File: src/rtl/fifo_prog_sync.sv
// Synchronous FIFO with programmable almost-full/almost-empty thresholds,
// selectable FWFT read mode, synchronous flush and read-data valid strobe.
module fifo_prog_sync #(
  parameter int DATA_WIDTH = 8,
  parameter int DEPTH      = 16,
  parameter int FWFT       = 0,
  localparam int CNT_WIDTH = $clog2(DEPTH) + 1
) (
  input  logic                  clk,
  input  logic                  rst,
  input  logic                  clr,
  input  logic                  wr_enb,
  input  logic [DATA_WIDTH-1:0] fifo_in,
  input  logic                  rd_enb,
  output logic [DATA_WIDTH-1:0] fifo_out,
  output logic                  rd_valid,
  input  logic [CNT_WIDTH-1:0]  pf_thresh,
  input  logic [CNT_WIDTH-1:0]  pe_thresh,
  output logic                  full,
  output logic                  empty,
  output logic                  p_full,
  output logic                  p_empty,
  output logic                  overflow,
  output logic                  underflow,
  output logic [CNT_WIDTH-1:0]  f_counter
);

  localparam int ADDR_W = $clog2(DEPTH);

  logic [DATA_WIDTH-1:0] mem_q [DEPTH];

  logic [ADDR_W-1:0]    wr_ptr_q, wr_ptr_d;
  logic [ADDR_W-1:0]    rd_ptr_q, rd_ptr_d;
  logic [CNT_WIDTH-1:0] cnt_q, cnt_d;
  logic                 ovf_q, ovf_d;
  logic                 unf_q, unf_d;
  logic                 wr_acc, rd_acc;

  assign full    = (cnt_q == CNT_WIDTH'(DEPTH));
  assign empty   = (cnt_q == '0);
  assign p_full  = (cnt_q >= pf_thresh);
  assign p_empty = (cnt_q <= pe_thresh);

  assign wr_acc = wr_enb & ~full;
  assign rd_acc = rd_enb & ~empty;

  assign f_counter = cnt_q;
  assign overflow  = ovf_q;
  assign underflow = unf_q;

  always_comb begin
    wr_ptr_d = wr_ptr_q;
    rd_ptr_d = rd_ptr_q;
    cnt_d    = cnt_q;
    ovf_d    = wr_enb & full;
    unf_d    = rd_enb & empty;
    if (clr) begin
      wr_ptr_d = '0;
      rd_ptr_d = '0;
      cnt_d    = '0;
      ovf_d    = 1'b0;
      unf_d    = 1'b0;
    end else begin
      if (wr_acc) wr_ptr_d = wr_ptr_q + ADDR_W'(1);
      if (rd_acc) rd_ptr_d = rd_ptr_q + ADDR_W'(1);
      unique case ({wr_acc, rd_acc})
        2'b10:   cnt_d = cnt_q + CNT_WIDTH'(1);
        2'b01:   cnt_d = cnt_q - CNT_WIDTH'(1);
        default: cnt_d = cnt_q;
      endcase
    end
  end

  always_ff @(posedge clk or posedge rst) begin
    if (rst) begin
      wr_ptr_q <= '0;
      rd_ptr_q <= '0;
      cnt_q    <= '0;
      ovf_q    <= 1'b0;
      unf_q    <= 1'b0;
    end else begin
      wr_ptr_q <= wr_ptr_d;
      rd_ptr_q <= rd_ptr_d;
      cnt_q    <= cnt_d;
      ovf_q    <= ovf_d;
      unf_q    <= unf_d;
    end
  end

  // Storage is deliberately not reset
  always_ff @(posedge clk) begin
    if (wr_acc && !clr) mem_q[wr_ptr_q] <= fifo_in;
  end

  if (FWFT == 0) begin : g_std
    logic [DATA_WIDTH-1:0] dout_q;
    logic                  vld_q;

    always_ff @(posedge clk or posedge rst) begin
      if (rst) begin
        dout_q <= '0;
        vld_q  <= 1'b0;
      end else if (clr) begin
        dout_q <= '0;
        vld_q  <= 1'b0;
      end else if (rd_acc) begin
        dout_q <= mem_q[rd_ptr_q];
        vld_q  <= 1'b1;
      end else begin
        vld_q  <= 1'b0;
      end
    end

    assign fifo_out = dout_q;
    assign rd_valid = vld_q;
  end else begin : g_fwft
    assign fifo_out = mem_q[rd_ptr_q];
    assign rd_valid = ~empty;
  end

endmodule

File: config.mk
export PLATFORM = sky130hd
export DESIGN_NAME = fifo_prog_sync
export DESIGN_NICKNAME = d
export VERILOG_FILES = /design/src/rtl/fifo_prog_sync.sv
export SDC_FILE = /design/constraint.sdc
export NUM_CORES = 1
export LEC_CHECK = 0
export BUFFER_PORTS_ARGS = -buffer_cell sky130_fd_sc_hd__buf_2
export CELL_PAD_IN_SITES_DETAIL_PLACEMENT = 0
export CELL_PAD_IN_SITES_GLOBAL_PLACEMENT = 1
export CORE_ASPECT_RATIO = 1.1
export CORE_UTILIZATION = 56
export DETAILED_ROUTE_END_ITERATION = 7
export PLACE_DENSITY_LB_ADDON = 0.25
export SETUP_SLACK_MARGIN = 0.4
export SLEW_MARGIN = 25
export SYNTH_ARGS = -nofsm -noshare
export SYNTH_HDL_FRONTEND = slang
export SYNTH_SLANG_ARGS = --single-unit
export TNS_END_PERCENT = 1
File: constraint.sdc
create_clock -name clk -period 4.43 [get_ports clk]
set_clock_uncertainty 0.05 [all_clocks]
set_input_delay 0.886 -clock clk [delete_from_list [all_inputs] [get_ports clk]]
set_output_delay 0.886 -clock clk [all_outputs]
set_load 0.1 [all_outputs]
==> flow_summary.json <==
{
  "synth-compound-area-share": 0.0319,
  "grt_use_total": 0.228,
  "synth_cell_types": 38,
  "synthTopCellsByArea": "edfxtp_1, mux4_2, dfrtp_1",
  "use_met1": 0.283,
  "synth_top_family_by_area": "multiplexers",
  "clkSlewWorstSetupHoldPaths_ps": 60,
  "maxSlewHeadroom": 0.259,
  "hp-class": "input pin to async pin",
  "grt.met2_usage": 0.376,
  "muxShareOfSynthArea": 0.144,
  "synthFlopType": "edfxtp_1",
  "synth_commonest_cells": "edfxtp_1, mux4_2, nor2_1, dfrtp_1, mux2i_1",
  "ant_nets": 0,
  "clk_latency_ps": 420,
  "wire_per_inst_um": 21.2,
  "p_int_w": 0.00288,
  "drtIter0Drc": 275,
  "clkSinkCount": 152,
  "holdBufCountCts": 0,
  "netlist_area_mm2": 0.00640,
  "tightest_slew_ps": 1110,
  "synth_fa_ha_area_frac": 0.0332,
  "gp_congestion": 0.758,
  "viasPerCell": 5.76,
  "ys_seq_area_frac": 0.694,
  "gr-total-overflow": 0,
  "criticalPathCategory": "register to output pin",
  "setup_viol": 0,
  "dp_slack_ps": 1030,
  "cts_setup_buffers": 0,
  "synth-seq-cells": 152,
  "clkPwrFrac": 0.358,
  "end_kind": "output pin",
  "top_usage_layer": "met2",
  "syn_avg_cell_area_um2": 17.4,
  "routed-via-count": 3328,
  "p_sw_w": 0.00143,
  "synth-simple-area-share": 0.0612,
  "finalWirelength_um": 12300,
  "fin_cells": 578,
  "p_leak_nw": 2.63,
  "total_power_w": 0.00431,
  "cts_tree": "yes",
  "die_y_um": 114,
  "grt_max_degree": 34,
  "power_frac_seq": 0.401,
  "power_density_mw_per_mm2": 582,
  "n_antenna_cell": 0,
  "drt-pass1-iter-count": 5,
  "cts_buffers": 17,
  "area_growth_syn_to_layout_pct": 15.7,
  "cts_resized": 0,
  "slew_viol_final": 0,
  "rsz0062_at_grt": "false",
  "fin_nets": 458,
  "hold_viol": 0,
  "finalWorstSetupSlack_ps": 1030,
  "peakVddDrop_mv": 0.431,
  "initial_core_util": 0.581,
  "start_kind": "register",
  "setup_tns_ps": 0,
  "dp_cells": 546,
  "rows": 40,
  "antenna_found_initial": 0,
  "fillCellCount": 750,
  "grt_pass1_vias": 3464,
  "r2r_cells": 5,
  "synth_edf_count": 128,
  "use_met3": 0.0609,
  "swShare": 0.332,
  "yosysMostFrequentCell": "edfxtp_1",
  "dp_hpwl_um": 7400,
  "io_pins": 43,
  "combPwrFrac": 0.241,
  "cp.arrival_ps": 2470,
  "cts_buffer_depth": 2,
  "synth-async-reset-ratio": 0.158,
  "port_buffers": 42,
  "yosysWarnings": 0,
  "coreArea_mm2": 0.0110,
  "yosysTopAreaCellShare": 0.600,
  "min_period_over_period": 0.768,
  "cp_max_fo": 10,
  "timing.fmax_ghz": 0.294,
  "synthCells": 369,
  "hold-worst-slack_ps": 456,
  "yosysTopAreaCell": "edfxtp_1",
  "htree_levels": 4,
  "min_period_ps": 3400,
  "dieArea_mm2": 0.0119,
  "cp.required_ps": 3490,
  "outcome": "completed",
  "max_cap_viol_count": 0,
  "syn_nets": 409,
  "drc": 0,
  "synthXorXnorAreaFrac": 0.0137,
  "die-width_um": 104,
  "grt_pass1_wl_um": 19300,
  "root_buffer": "clkbuf_16",
  "drive_gt1_frac": 0.269
}
final timing paths:
check / slack, ps / to / from
worst max-delay path: 1030 / p_empty / f_counter[1]$_DFFE_PP0P_
worst min-delay path: 460 / rd_ptr_q[1]$_DFFE_PP0P_ / rst
worst max register to register: 1550 / mem_q[11][2]$_DFFE_PP_ / f_counter[2]$_DFFE_PP0P_
worst min register to register: 480 / fifo_out[2]$_DFFE_PP0P_ / fifo_out[2]$_DFFE_PP0P_
max in group asynchronous: 3470 / rd_ptr_q[2]$_DFFE_PP0P_ / rst
min in group clk: 480 / fifo_out[2]$_DFFE_PP0P_ / fifo_out[2]$_DFFE_PP0P_
power groups by stage:
stage / Combinational [W] / Sequential [W] / Clock (W)
5_1_grt: 0.00110 / 0.00174 / 0.00161
4_1_cts: 0.00104 / 0.00173 / 0.00157
3_3_place_gp: 0.00103 / 0.00175 / 0
3_5_place_dp: 0.00104 / 0.00176 / 0
2_1_floorplan: 0.000527 / 0.00207 / 0
6_report: 0.00104 / 0.00173 / 0.00154
flip-flops by register name, summed over array words and instances, names as in the netlist:
| register | flops |
|---|---|
| mem_q | 128 |
| fifo_out | 8 |
| f_counter | 5 |
| rd_ptr_q | 4 |
| wr_ptr_q | 4 |
| overflow | 1 |
| rd_valid | 1 |
| underflow | 1 |
per-layer routing:
metal  wire [um]  share of wire
met4         370          0.030
met1        4980           0.41
met3         887          0.072
met2        6040           0.49
met5           0              0
stage by stage:
stage | utilization | instance area, um^2
final | 0.673 | 7410
after CTS | 0.673 | 7410
after global routing | 0.673 | 7410
after floorplan | - | 6410
after detailed placement | 0.615 | 6770
after global placement | 0.615 | 6770
layout make-up:
type | instances | area, um^2 | area share
inverters | 17 | 63.8 | 0.00861
multi-input cells | 182 | 1820 | 0.246
well taps | 147 | 184 | 0.0248
flip-flops and latches | 152 | 4450 | 0.600
clock inverters | 13 | 203 | 0.0274
clock buffers | 19 | 433 | 0.0584
repair buffers | 48 | 255 | 0.0345
cells in the final DEF (no fill, tap or decap), types with 6 or more instances in the layout:
cell | Yosys | layout
edfxtp_1 | 128 | 128
nand2_1 | 12 | 12
mux2i_1 | 19 | 19
buf_4 | 1 | 6
mux4_2 | 32 | 32
o221ai_1 | 8 | 8
xor2_1 | 6 | 6
dfrtp_1 | 24 | 23
inv_1 | 17 | 16
nand3b_1 | 9 | 9
buf_2 | 4 | 42
ha_1 | 17 | 17
a21oi_1 | 6 | 6
nor2_1 | 29 | 29
clkbuf_16 | 0 | 17
cell families (layout without fill, tap and decap cells):
family | count (synthesis) | after routing
compound gates | 28 | 28
xor+xnor | 10 | 10
fa+ha+maj | 17 | 17
buf+inv | 35 | 97
flops | 152 | 152
mux | 52 | 52
simple gates | 75 | 75
worst max-delay path, cell delays in order (launching register included):
cell and delay [ps]:
dfrtp_1 560, ha_1 320, nor2b_1 140, o21a_1 160, o21a_1 160, o21a_1 180, o22ai_2 100, buf_2 430
(Power assumes the default switching activity.)
